--- src/rtl/ps2_host_tx_pkg.sv ---
// Shared PS/2 definitions: transmit FSM states, clock filter depth, host command bytes
// and the odd-parity helper used when a command byte is latched.
package ps2_host_tx_pkg;

    localparam int unsigned FILTER_DEPTH = 8;
    localparam int unsigned TMO_W        = 20;

    localparam logic [7:0] CMD_SET_LEDS = 8'hED;
    localparam logic [7:0] CMD_RESET    = 8'hFF;
    localparam logic [7:0] CMD_ENABLE   = 8'hF4;

    typedef enum logic [2:0] {
        StIdle,
        StInhibit,
        StStart,
        StData,
        StParity,
        StStop,
        StAck,
        StWaitIdle
    } ps2_tx_state_e;

    // Odd parity: data bits plus parity bit hold an odd number of ones.
    function automatic logic odd_parity(input logic [7:0] d);
        return ~^d;
    endfunction

endpackage

--- src/rtl/ps2_host_tx_if.sv ---
// Command handshake between a client and the PS/2 host transmitter.
//   tx_data  : byte to send (client -> transmitter)
//   tx_valid : send request (client -> transmitter)
//   tx_ready : transmitter idle and accepting (transmitter -> client)
//   tx_done  : one-cycle pulse, byte sent and acknowledged
//   tx_error : one-cycle pulse, timeout or missing ack
interface ps2_host_tx_if;
    logic [7:0] tx_data;
    logic       tx_valid;
    logic       tx_ready;
    logic       tx_done;
    logic       tx_error;

    modport master (output tx_data, output tx_valid,
                    input tx_ready, input tx_done, input tx_error);
    modport slave  (input tx_data, input tx_valid,
                    output tx_ready, output tx_done, output tx_error);
endinterface

--- src/rtl/ps2_clk_filter.sv ---
// PS/2 clock deglitcher and falling-edge detector, shared by host transmit and receive.
//   clk, reset : system clock, synchronous active-high reset
//   ps2_clk    : raw sensed PS/2 clock line
//   clk_filt   : filtered level; changes only after FILTER_DEPTH identical samples
//   fall       : one-cycle pulse in the cycle clk_filt goes high -> low
module ps2_clk_filter
    import ps2_host_tx_pkg::*;
(
    input  logic clk,
    input  logic reset,
    input  logic ps2_clk,
    output logic clk_filt,
    output logic fall
);

    logic [FILTER_DEPTH-1:0] shift_q;
    logic                    filt_q;
    logic                    fall_q;

    always_ff @(posedge clk) begin
        if (reset) begin
            shift_q <= '1;
            filt_q  <= 1'b1;
            fall_q  <= 1'b0;
        end else begin
            shift_q <= {shift_q[FILTER_DEPTH-2:0], ps2_clk};
            fall_q  <= filt_q && (shift_q == '0);
            if (shift_q == '0) begin
                filt_q <= 1'b0;
            end else if (shift_q == '1) begin
                filt_q <= 1'b1;
            end
        end
    end

    assign clk_filt = filt_q;
    assign fall     = fall_q;

endmodule

--- src/rtl/ps2_host_tx.sv ---
// PS/2 host-to-device command transmitter.
//   clk, reset             : system clock, synchronous active-high reset
//   PS2_CLK, PS2_DAT       : sensed PS/2 lines (wired-AND with the device)
//   bus                    : command handshake (slave side)
//   ps2_clk_oe, ps2_dat_oe : 1 pulls the corresponding line low, 0 releases it
// Sequence: hold clock low, drive start bit, then follow the device clock, changing data
// after each filtered falling edge; the 11th edge samples the device ack.
module ps2_host_tx
    import ps2_host_tx_pkg::*;
#(
    parameter int unsigned INHIBIT_CYCLES = 5000,
    parameter int unsigned TIMEOUT_CYCLES = 750000
) (
    input  logic          clk,
    input  logic          reset,
    input  logic          PS2_CLK,
    input  logic          PS2_DAT,
    ps2_host_tx_if.slave  bus,
    output logic          ps2_clk_oe,
    output logic          ps2_dat_oe
);

    localparam int unsigned INH_W = $clog2(INHIBIT_CYCLES + 1);

    ps2_tx_state_e      state_q, state_d;
    logic [7:0]         data_q, data_d;
    logic               par_q, par_d;
    logic [INH_W-1:0]   inh_q, inh_d;
    logic [3:0]         bit_q, bit_d;
    logic [TMO_W-1:0]   tmo_q, tmo_d;
    logic               clk_oe_q, clk_oe_d;
    logic               dat_oe_q, dat_oe_d;
    logic               done_q, done_d;
    logic               err_q, err_d;
    logic               clk_filt, fall, tmo_run, ready;

    ps2_clk_filter u_filter (
        .clk      (clk),
        .reset    (reset),
        .ps2_clk  (PS2_CLK),
        .clk_filt (clk_filt),
        .fall     (fall)
    );

    // Ready is held off during the done/error pulse so it rises the cycle after.
    assign ready   = (state_q == StIdle) && !done_q && !err_q;
    assign tmo_run = state_q inside {StStart, StData, StParity, StStop, StAck, StWaitIdle};

    always_comb begin
        state_d  = state_q;
        data_d   = data_q;
        par_d    = par_q;
        inh_d    = inh_q;
        bit_d    = bit_q;
        clk_oe_d = clk_oe_q;
        dat_oe_d = dat_oe_q;
        done_d   = 1'b0;
        err_d    = 1'b0;

        case (state_q)
            StIdle: begin
                clk_oe_d = 1'b0;
                dat_oe_d = 1'b0;
                if (bus.tx_valid && ready) begin
                    data_d   = bus.tx_data;
                    par_d    = odd_parity(bus.tx_data);
                    inh_d    = '0;
                    clk_oe_d = 1'b1;
                    state_d  = StInhibit;
                end
            end
            StInhibit: begin
                inh_d = inh_q + 1'b1;
                if (inh_q == INH_W'(INHIBIT_CYCLES - 1)) begin
                    dat_oe_d = 1'b1;
                    bit_d    = '0;
                    state_d  = StStart;
                end
            end
            StStart: begin
                // Clock stays low for the first START cycle (registered), then released.
                clk_oe_d = 1'b0;
                if (fall) begin
                    dat_oe_d = ~data_q[0];
                    bit_d    = 4'd1;
                    state_d  = StData;
                end
            end
            StData: begin
                if (fall) begin
                    if (bit_q == 4'd8) begin
                        dat_oe_d = ~par_q;
                        state_d  = StParity;
                    end else begin
                        dat_oe_d = ~data_q[bit_q[2:0]];
                        bit_d    = bit_q + 4'd1;
                    end
                end
            end
            StParity: begin
                if (fall) begin
                    dat_oe_d = 1'b0;
                    state_d  = StStop;
                end
            end
            // Stop bit is on the line; the next edge is the ack edge.
            StStop: state_d = StAck;
            StAck: begin
                if (fall) begin
                    if (!PS2_DAT) begin
                        state_d = StWaitIdle;
                    end else begin
                        err_d   = 1'b1;
                        state_d = StIdle;
                    end
                end
            end
            StWaitIdle: begin
                if (clk_filt && PS2_DAT) begin
                    done_d  = 1'b1;
                    state_d = StIdle;
                end
            end
            default: state_d = StIdle;
        endcase

        if (tmo_run && (tmo_q == TMO_W'(TIMEOUT_CYCLES))) begin
            state_d  = StIdle;
            clk_oe_d = 1'b0;
            dat_oe_d = 1'b0;
            done_d   = 1'b0;
            err_d    = 1'b1;
        end

        if (!tmo_run || fall || (state_d != state_q)) begin
            tmo_d = '0;
        end else begin
            tmo_d = tmo_q + 1'b1;
        end
    end

    always_ff @(posedge clk) begin
        if (reset) begin
            state_q  <= StIdle;
            data_q   <= '0;
            par_q    <= 1'b0;
            inh_q    <= '0;
            bit_q    <= '0;
            tmo_q    <= '0;
            clk_oe_q <= 1'b0;
            dat_oe_q <= 1'b0;
            done_q   <= 1'b0;
            err_q    <= 1'b0;
        end else begin
            state_q  <= state_d;
            data_q   <= data_d;
            par_q    <= par_d;
            inh_q    <= inh_d;
            bit_q    <= bit_d;
            tmo_q    <= tmo_d;
            clk_oe_q <= clk_oe_d;
            dat_oe_q <= dat_oe_d;
            done_q   <= done_d;
            err_q    <= err_d;
        end
    end

    assign bus.tx_ready = ready;
    assign bus.tx_done  = done_q;
    assign bus.tx_error = err_q;
    assign ps2_clk_oe   = clk_oe_q;
    assign ps2_dat_oe   = dat_oe_q;

endmodule

--- src/flat_wrapper.sv ---
// flat-port wrapper written by rule: the top's interface ports become plain ports
module ps2_host_tx_flat import ps2_host_tx_pkg::*;
#(
    parameter int unsigned INHIBIT_CYCLES = 5000,
    parameter int unsigned TIMEOUT_CYCLES = 750000
)
  (clk, reset, PS2_CLK, PS2_DAT, ps2_clk_oe, ps2_dat_oe, bus_tx_data, bus_tx_valid, bus_tx_ready, bus_tx_done, bus_tx_error);
  ps2_host_tx_if bus_i ();
  input  logic clk;
  input  logic reset;
  input  logic PS2_CLK;
  input  logic PS2_DAT;
  output logic ps2_clk_oe;
  output logic ps2_dat_oe;
  input wire logic [$bits(bus_i.tx_data)-1:0] bus_tx_data;
  input wire logic [$bits(bus_i.tx_valid)-1:0] bus_tx_valid;
  output wire logic [$bits(bus_i.tx_ready)-1:0] bus_tx_ready;
  output wire logic [$bits(bus_i.tx_done)-1:0] bus_tx_done;
  output wire logic [$bits(bus_i.tx_error)-1:0] bus_tx_error;
  assign bus_i.tx_data = bus_tx_data;
  assign bus_i.tx_valid = bus_tx_valid;
  assign bus_tx_ready = bus_i.tx_ready;
  assign bus_tx_done = bus_i.tx_done;
  assign bus_tx_error = bus_i.tx_error;
  ps2_host_tx #(.INHIBIT_CYCLES(INHIBIT_CYCLES), .TIMEOUT_CYCLES(TIMEOUT_CYCLES)) u_core (.clk(clk), .reset(reset), .PS2_CLK(PS2_CLK), .PS2_DAT(PS2_DAT), .bus(bus_i), .ps2_clk_oe(ps2_clk_oe), .ps2_dat_oe(ps2_dat_oe));
endmodule
--- config.mk ---
export PLATFORM = sky130hd
export DESIGN_NAME = ps2_host_tx_flat
export DESIGN_NICKNAME = d
export VERILOG_FILES = /design/src/rtl/ps2_host_tx_pkg.sv /design/src/rtl/ps2_host_tx_if.sv /design/src/rtl/ps2_clk_filter.sv /design/src/rtl/ps2_host_tx.sv /design/src/flat_wrapper.sv
export SDC_FILE = /design/constraint.sdc
export NUM_CORES = 1
export LEC_CHECK = 0
export CORE_UTILIZATION = 35
export CTS_CLUSTER_SIZE = 16
export DETAILED_ROUTE_END_ITERATION = 8
export PLACE_DENSITY_LB_ADDON = 0.15
export REMOVE_ABC_BUFFERS = 1
export SYNTH_ARGS = -nofsm -noshare
export SYNTH_HDL_FRONTEND = slang
export SYNTH_SLANG_ARGS = --single-unit
--- constraint.sdc ---
create_clock -name clk -period 2.09 [get_ports clk]
set_clock_uncertainty 0.05 [all_clocks]
set_input_delay 0.418 -clock clk [delete_from_list [all_inputs] [get_ports clk]]
set_output_delay 0.418 -clock clk [all_outputs]
set_load 0.05 [all_outputs]
# ---- Word level (Yosys, flattened, before mapping)
# Cells that the tools add are included.
dict set report totals {
  regBits 63
  input_bits 13
  out_inout_bits 5
}
dict set report op_classes {
  addsub 3
  magnitude_cmp 1
  eq_ne 18
  n_mux 35
  bitwise_logic 4
  reduce_logical 27
}
# op n
set ops {}
lappend ops {{two-way mux 3 bit} 10}
lappend ops {{case mux 13 bit (2 select lines)} 1}
lappend ops {{case mux 3 bit (8 select lines)} 1}
lappend ops {{adder 20 x 1 -> 20 bit (second input constant)} 1}
lappend ops {{== test 20 bit (second input constant)} 1}
lappend ops {{two-way mux 4 bit} 4}
lappend ops {{two-way mux 1 bit} 14}
lappend ops {{adder 13 x 1 -> 13 bit (second input constant)} 1}
lappend ops {{== test 13 bit (second input constant)} 1}
lappend ops {{two-way mux 13 bit} 1}
lappend ops {{== test 3 bit (second input constant)} 4}
lappend ops {{case mux 4 bit (3 select lines)} 1}
lappend ops {{inequality test 2 bit (second input constant)} 5}
lappend ops {{AND reduction 5 bit} 2}
lappend ops {{== test 8 bit (second input constant)} 1}
lappend ops {{zero test 8 bit} 1}
lappend ops {{XNOR reduction 8 bit} 1}
lappend ops {{== test 3 x 2 -> 1 bit (second input constant)} 2}
lappend ops {{logical AND 1 bit} 6}
lappend ops {{nonzero test 2 bit} 3}
lappend ops {{nonzero test 6 bit} 1}
lappend ops {{case mux 1 bit (5 select lines)} 1}
lappend ops {{nonzero test 5 bit} 1}
lappend ops {{adder 4 x 1 -> 4 bit (second input constant)} 1}
lappend ops {{15 further kinds} 23}

# ---- Longest topological paths before layout
dict set report depth {
  word_depth 10
  ltp_mapped 7
}

# ---- Modules after synthesis
# A second synthesis with hierarchy kept.
dict set report hier_totals {
  cells_unflattened 358
  hier_area_um2 3045.4
}
# module n_inst cells_each area_each_um2
set modules_own_cells {}
lappend modules_own_cells {ps2_host_tx 1 332 2738.9}
lappend modules_own_cells {ps2_clk_filter 1 26 306.5}

# ---- Worst setup path after synthesis
# No wires, ideal clock.
dict set report synth_timing {
  kind {register to register}
  startpoint {reg u_core.tmo_q[0]}
  endpoint {reg u_core.tmo_q[13]}
  setup_ps 65
  arrival_ps 1739
  required_time_ps 1975
  slack_ps 236
  path_stages_with_launch 8
  path_cell_list {dfxtp_1 inv_1 ha_1 nor3b_1 a31o_2 or4_4 buf_6 nor2_1}
}
dict set report synth_via {
  elab_chain_len 6
  word_cells_on_any_way 7
  cone_classes {add/sub (1); eq/ne (2); mux (1); reduce/logical (3)}
}
# element line_no
set synth_rtl {}
lappend synth_rtl {{from (decl)} ps2_host_tx.sv:30} ;# logic [TMO_W-1:0] tmo_q, tmo_d;
lappend synth_rtl {{from (signal assigned)} ps2_host_tx.sv:160} ;# tmo_q <= tmo_d;
lappend synth_rtl {{== test 20 bit} ps2_host_tx.sv:127} ;# if (tmo_run && (tmo_q == TMO_W'(TIMEOUT_CYCLES))) begin
lappend synth_rtl {{logical AND 1 bit} ps2_host_tx.sv:127}
lappend synth_rtl {{two-way mux 3 bit} ps2_host_tx.sv:127}
lappend synth_rtl {{inequality test 3 bit} ps2_host_tx.sv:135} ;# if (!tmo_run || fall || (state_d != state_q)) begin
lappend synth_rtl {{logical OR 1 bit} ps2_host_tx.sv:135}
lappend synth_rtl {{OR reduction 2 bit (no line)} n/a}
# Several ways; a longest one is shown, not always the timed one.
# A chain may end at the register's enable or synchronous reset.

# ---- Final worst setup path
dict set report layout_timing {
  startpoint {reg u_core.err_q (netlist: u_core.bus.tx_error)}
  endpoint {out bus_tx_error}
}
# element line_no
set layout_rtl {}
lappend layout_rtl {{from (decl)} ps2_host_tx.sv:34} ;# logic err_q, err_d;
lappend layout_rtl {{from (signal assigned)} ps2_host_tx.sv:164} ;# err_q <= err_d;
lappend layout_rtl {{to (decl)} flat_wrapper.sv:19} ;# output wire logic [$bits(bus_i.tx_error)-1:0] bus_tx_error;
# No word-level cell between the ends.

==> flow_results.org <==
** Power
- For this design the ratio of total power to cell area is 663 nW/µm².
- In this run, the clock network consumes 39.2% of the power.
- Across the VDD grid, the largest voltage drop is 0.000293 V.
- Sequential cells burn 51.5% of the power.
- In this run switching power makes up 24.2% of total power.
- Combinational logic burns 9.3% of the power.
- Internal power component :: 1.82 mW
- Leakage power summed over all cells :: 1.29 nW
- Switching pwr :: 0.584 mW

** Yosys
- After synthesis, the mean cell area works out to 8.33 µm².
- By area the synthesized netlist is led by sky130_fd_sc_hd__dfxtp_1 42%, sky130_fd_sc_hd__nand2_1 5.2%, sky130_fd_sc_hd__nor2_1 4.5%, sky130_fd_sc_hd__xnor2_1 4.1%, sky130_fd_sc_hd__a21oi_1 3.8%.
- Seq cells post-synth :: 63
- In this run the biggest area consumer among cell types represents 41.7% of the synthesized area.
- The most used flip-flop cell after synthesis is sky130_fd_sc_hd__dfxtp_1.
- After synthesis, flip-flops and latches occupy 41.7% of the total area.
- Number of synthesized flops with an enable pin :: 0
- Post-synthesis async set-or-reset flop share :: 0%
- The cell count after synthesis came out at 363.
- sky130_fd_sc_hd__dfxtp_1 takes more of the synthesized area than any other cell.
- During synthesis, Yosys emitted a total of 0 warnings.
- Count of different cell masters after synthesis :: 49
- Summing every instance area after synthesis gives 3020 µm².

** Timing
- Total count of max-transition violations in the final report :: 0
- Setup repair after global routing left no endpoint under its margin.
- Headroom to the max-slew limit came out at 67.0%.
- In the final timing run, aggregate negative setup slack is 0 ns.
- For the pin with the worst max-slew slack, the measured transition is 0.493 ns.
- Dividing the final minimum period by the clock period gives 94.7%.
- Hold timing on the final database bottoms out at a slack of 0.404 ns.
- The total count of hold-check failures in the final report is 0.
- Post-layout minimum cycle time :: 1.98 ns
- Setup violation total in the final timing report :: 0
- Derived from the worst setup path, the maximum achievable clock frequency is 505 MHz.
- Worst-case setup margin in the final layout :: 0.111 ns

** Route
- Final routed wire length divided by cell count :: 13.1 µm
- The count of nets left with antenna violations once routing finished came out at 0.
- Top routing layer in use :: met4
- Summed over all layers, the routed wires come to 6.65 mm.
- Residual DRC :: 0
- Total met3 wirelength after detailed routing :: 155 µm
- Number of vias in the routed layout :: 2,592
- For this block, the initial DRC count from the detailed router was 73.
- After detailed routing, the number of vias per cell comes to 5.11.
- Detailed-router iteration count before antenna repair :: 4
- Met1 wire length :: 3.43 mm
- After detailed routing, the met2 layer carries 3.00 mm of wire.

** Layout
- Layout filler cell count :: 853
- # diodes :: 0
- Cells fill 43.8% of the core in the end.
- The sequential cells in the finished layout cover a total of 1260 µm².
- Area grow syn2layout :: 20.2%
- The multi-input combinational cells in the finished layout cover a total of 1630 µm².
- The final layout contains 415 nets.
- Fraction of layout instances using a drive strength above 1 :: 15.4%

** Global route
- Summed over all layers, the global routing overflow is 0.
- Wire length of the first global-routing pass :: 11.3 mm
- The via count of the first global-routing pass is 2,419.
- Entering global routing, the biggest net connects 25 pins.
- Antenna violations before repair :: 0
- Total routing usage reported by global routing :: 16.2%

** Floorplan
- Initial core utilization :: 36.4%
- Die Footprint :: 9010 µm²
- Measured along the x axis, the die boundary spans 94.9 µm.
- Height of the die :: 94.9 µm
- Row Count :: 33
- 18 I/O pins were placed.
- Area of the core :: 8300 µm²

** Worst setup path
- The number of buffers and inverters on the critical path is 1.
- Max Fanout on Critical Path :: 2
- Flop-to-flop setup slack :: 0.18 ns
- At the worst endpoint, the required time is 1.62 ns.
- Biggest cell delay along the critical path :: 0.82 ns
- The worst setup path is of the flip-flop to primary output kind.
- Setup crit end kind :: primary output
- The kind of cell with the highest combined delay along the critical path is buffers and inverters.
- Signal arrival time at the worst endpoint :: 1.51 ns
- Sequence of cells on the critical path :: clkdlybuf4s50_1
- Worst path slowest cell :: sky130_fd_sc_hd__clkdlybuf4s50_1
- The worst setup path is launched from a flip-flop.

** Clocking
- In this run, CTS created clock tree buffers numbering 9.
- The clock passes through at most 2 buffers.
- Number of H-tree levels :: 3
- The number of gates resized after CTS was 0.
- In this run, post-CTS hold repair placed 0 buffers.
- The clock reaches the later pin of the worst-skew pair after 0.33 ns.
- Clock tree synthesis found a total of 63 sinks.
- After clock tree synthesis, the clock-pin slew on the worst setup and hold paths is 0.07 ns.
- CTS root buf :: sky130_fd_sc_hd__clkbuf_8
- TritonCTS built the clock tree.
- In this run the post-CTS setup repair buffer count came out at 0.

** Placement
- The count of buffers added on input and output ports is 17.
- Worst slack, placed :: 0.0419 ns
- Routability-driven placement finished with a final weighted congestion of 0.794.
- Once detailed placement completed, the half-perimeter wirelength came to 4.78 mm.

** Flow run
- Max-cap violations in this run came to 0.

** Run status
- Run status :: completed

** Worst hold path
- The path class of the tightest hold or removal check is flip-flop to flip-flop.
==> cell usage after synthesis (2+ instances only) <==
library cell / n
sky130_fd_sc_hd__clkbuf_1: 10
sky130_fd_sc_hd__nand3_1: 23
sky130_fd_sc_hd__xor2_1: 13
sky130_fd_sc_hd__a311oi_1: 3
sky130_fd_sc_hd__ha_1: 5
sky130_fd_sc_hd__nor2b_1: 2
sky130_fd_sc_hd__nand2_1: 42
sky130_fd_sc_hd__a21oi_1: 23
sky130_fd_sc_hd__nor2_1: 36
sky130_fd_sc_hd__nor3_1: 11
sky130_fd_sc_hd__or2_2: 9
sky130_fd_sc_hd__a211oi_1: 5
sky130_fd_sc_hd__mux2i_1: 2
sky130_fd_sc_hd__xnor2_1: 14
sky130_fd_sc_hd__buf_2: 4
sky130_fd_sc_hd__buf_6: 2
sky130_fd_sc_hd__a31oi_1: 8
sky130_fd_sc_hd__o21ai_0: 9
sky130_fd_sc_hd__o31ai_1: 2
sky130_fd_sc_hd__mux2_2: 3
sky130_fd_sc_hd__nor4_1: 7
sky130_fd_sc_hd__buf_4: 2
sky130_fd_sc_hd__o22ai_1: 2
sky130_fd_sc_hd__and3_1: 11
sky130_fd_sc_hd__a31o_2: 3
sky130_fd_sc_hd__nand4_1: 12
sky130_fd_sc_hd__inv_1: 14
sky130_fd_sc_hd__or4b_1: 2
sky130_fd_sc_hd__nand2b_1: 2
sky130_fd_sc_hd__dfxtp_1: 63
==> layout by cell type, fill, tap and decap left out, types with 12 or more instances in the layout <==
| cell type | synthesis | layout |
|---|---|---|
| sky130_fd_sc_hd__xnor2_1 | 14 | 14 |
| sky130_fd_sc_hd__nor2_1 | 36 | 36 |
| sky130_fd_sc_hd__nand2_1 | 42 | 42 |
| sky130_fd_sc_hd__buf_4 | 2 | 22 |
| sky130_fd_sc_hd__xor2_1 | 13 | 13 |
| sky130_fd_sc_hd__nand4_1 | 12 | 12 |
| sky130_fd_sc_hd__nand3_1 | 23 | 23 |
| sky130_fd_sc_hd__inv_1 | 14 | 14 |
| sky130_fd_sc_hd__dfxtp_1 | 63 | 63 |
| sky130_fd_sc_hd__a21oi_1 | 23 | 23 |
| sky130_fd_sc_hd__clkdlybuf4s50_1 | 0 | 16 |
==> power groups by stage <==
stage	Combinational, mW	Clock [mW]	Sequential, mW
floorplan	0.104	0	1.27
global placement	0.224	0	1.27
detailed placement	0.226	0	1.27
CTS	0.227	0.984	1.24
global route	0.247	1.03	1.24
finish	0.223	0.944	1.24
==> kinds of logic (layout without fill, tap and decap cells) <==
group                    count (synthesis)  count (layout)  share of synthesized area [%]
XOR/XNOR                                27              27                           7.82
multiplexers                             6               6                           2.52
AND/OR/NAND/NOR                        170             170                           28.9
flip-flops                              63              63                           41.7
buffers and inverters                   32              71                           4.88
AO/OA/AOI/OAI                           60              60                           12.1
adder cells (fa/ha/maj)                  5               5                           2.07
==> through the flow <==
step	total power, mW	cell area, µm²	instances
floorplan	1.38	2930	345
global placement	1.49	3440	491
detailed placement	1.49	3440	491
CTS	2.45	3620	507
global route	2.52	3630	507
finish	2.41	3630	507
==> sequential cells by signal (all words and copies together) (netlist names) <==
| register | count |
|---|---|
| u_core.par_q | 1 |
| u_core.u_filter.shift_q | 8 |
| u_core.bus.tx_error | 1 |
| u_core.data_q | 8 |
| u_core.ps2_dat_oe | 1 |
| u_core.ps2_clk_oe | 1 |
| u_core.inh_q | 13 |
| u_core.u_filter.clk_filt | 1 |
| u_core.u_filter.fall | 1 |
| u_core.bit_q | 4 |
| u_core.state_q | 3 |
| u_core.bus.tx_done | 1 |
| u_core.tmo_q | 20 |
==> tightest hold or removal path, delay by kind of cell (launching register included) <==
family / cells / cell delay, ns
flip-flops: 1 / 0.31
AND/OR/NAND/NOR: 1 / 0.05
AO/OA/AOI/OAI: 1 / 0.05
==> per-layer routing <==
metal	global-route usage (%)	vias to the layer above
met3	3.70	4
met2	25.2	20
li1	-	1350
met1	21.8	1218
met5	0	-
met4	6.06	0
==> final timing paths <==
kind,start,endpoint,cells after the start
setup reg to reg,u_core.tmo_q[1],u_core.tmo_q[14],6
hold / removal,u_core.data_q[6],u_core.data_q[6],2
setup / recovery,u_core.bus.tx_error,bus_tx_error,1
hold reg to reg,u_core.data_q[6],u_core.data_q[6],2
==> cell type report <==
cell class | instances | area share [%]
repair buffers | 41 | 10.6
flip-flops and latches | 63 | 34.7
multi-input cells | 268 | 44.7
inverters | 14 | 1.45
clock inverters | 3 | 0.482
well taps | 105 | 3.62
clock buffers | 13 | 4.37
(Power assumes the default switching activity.)
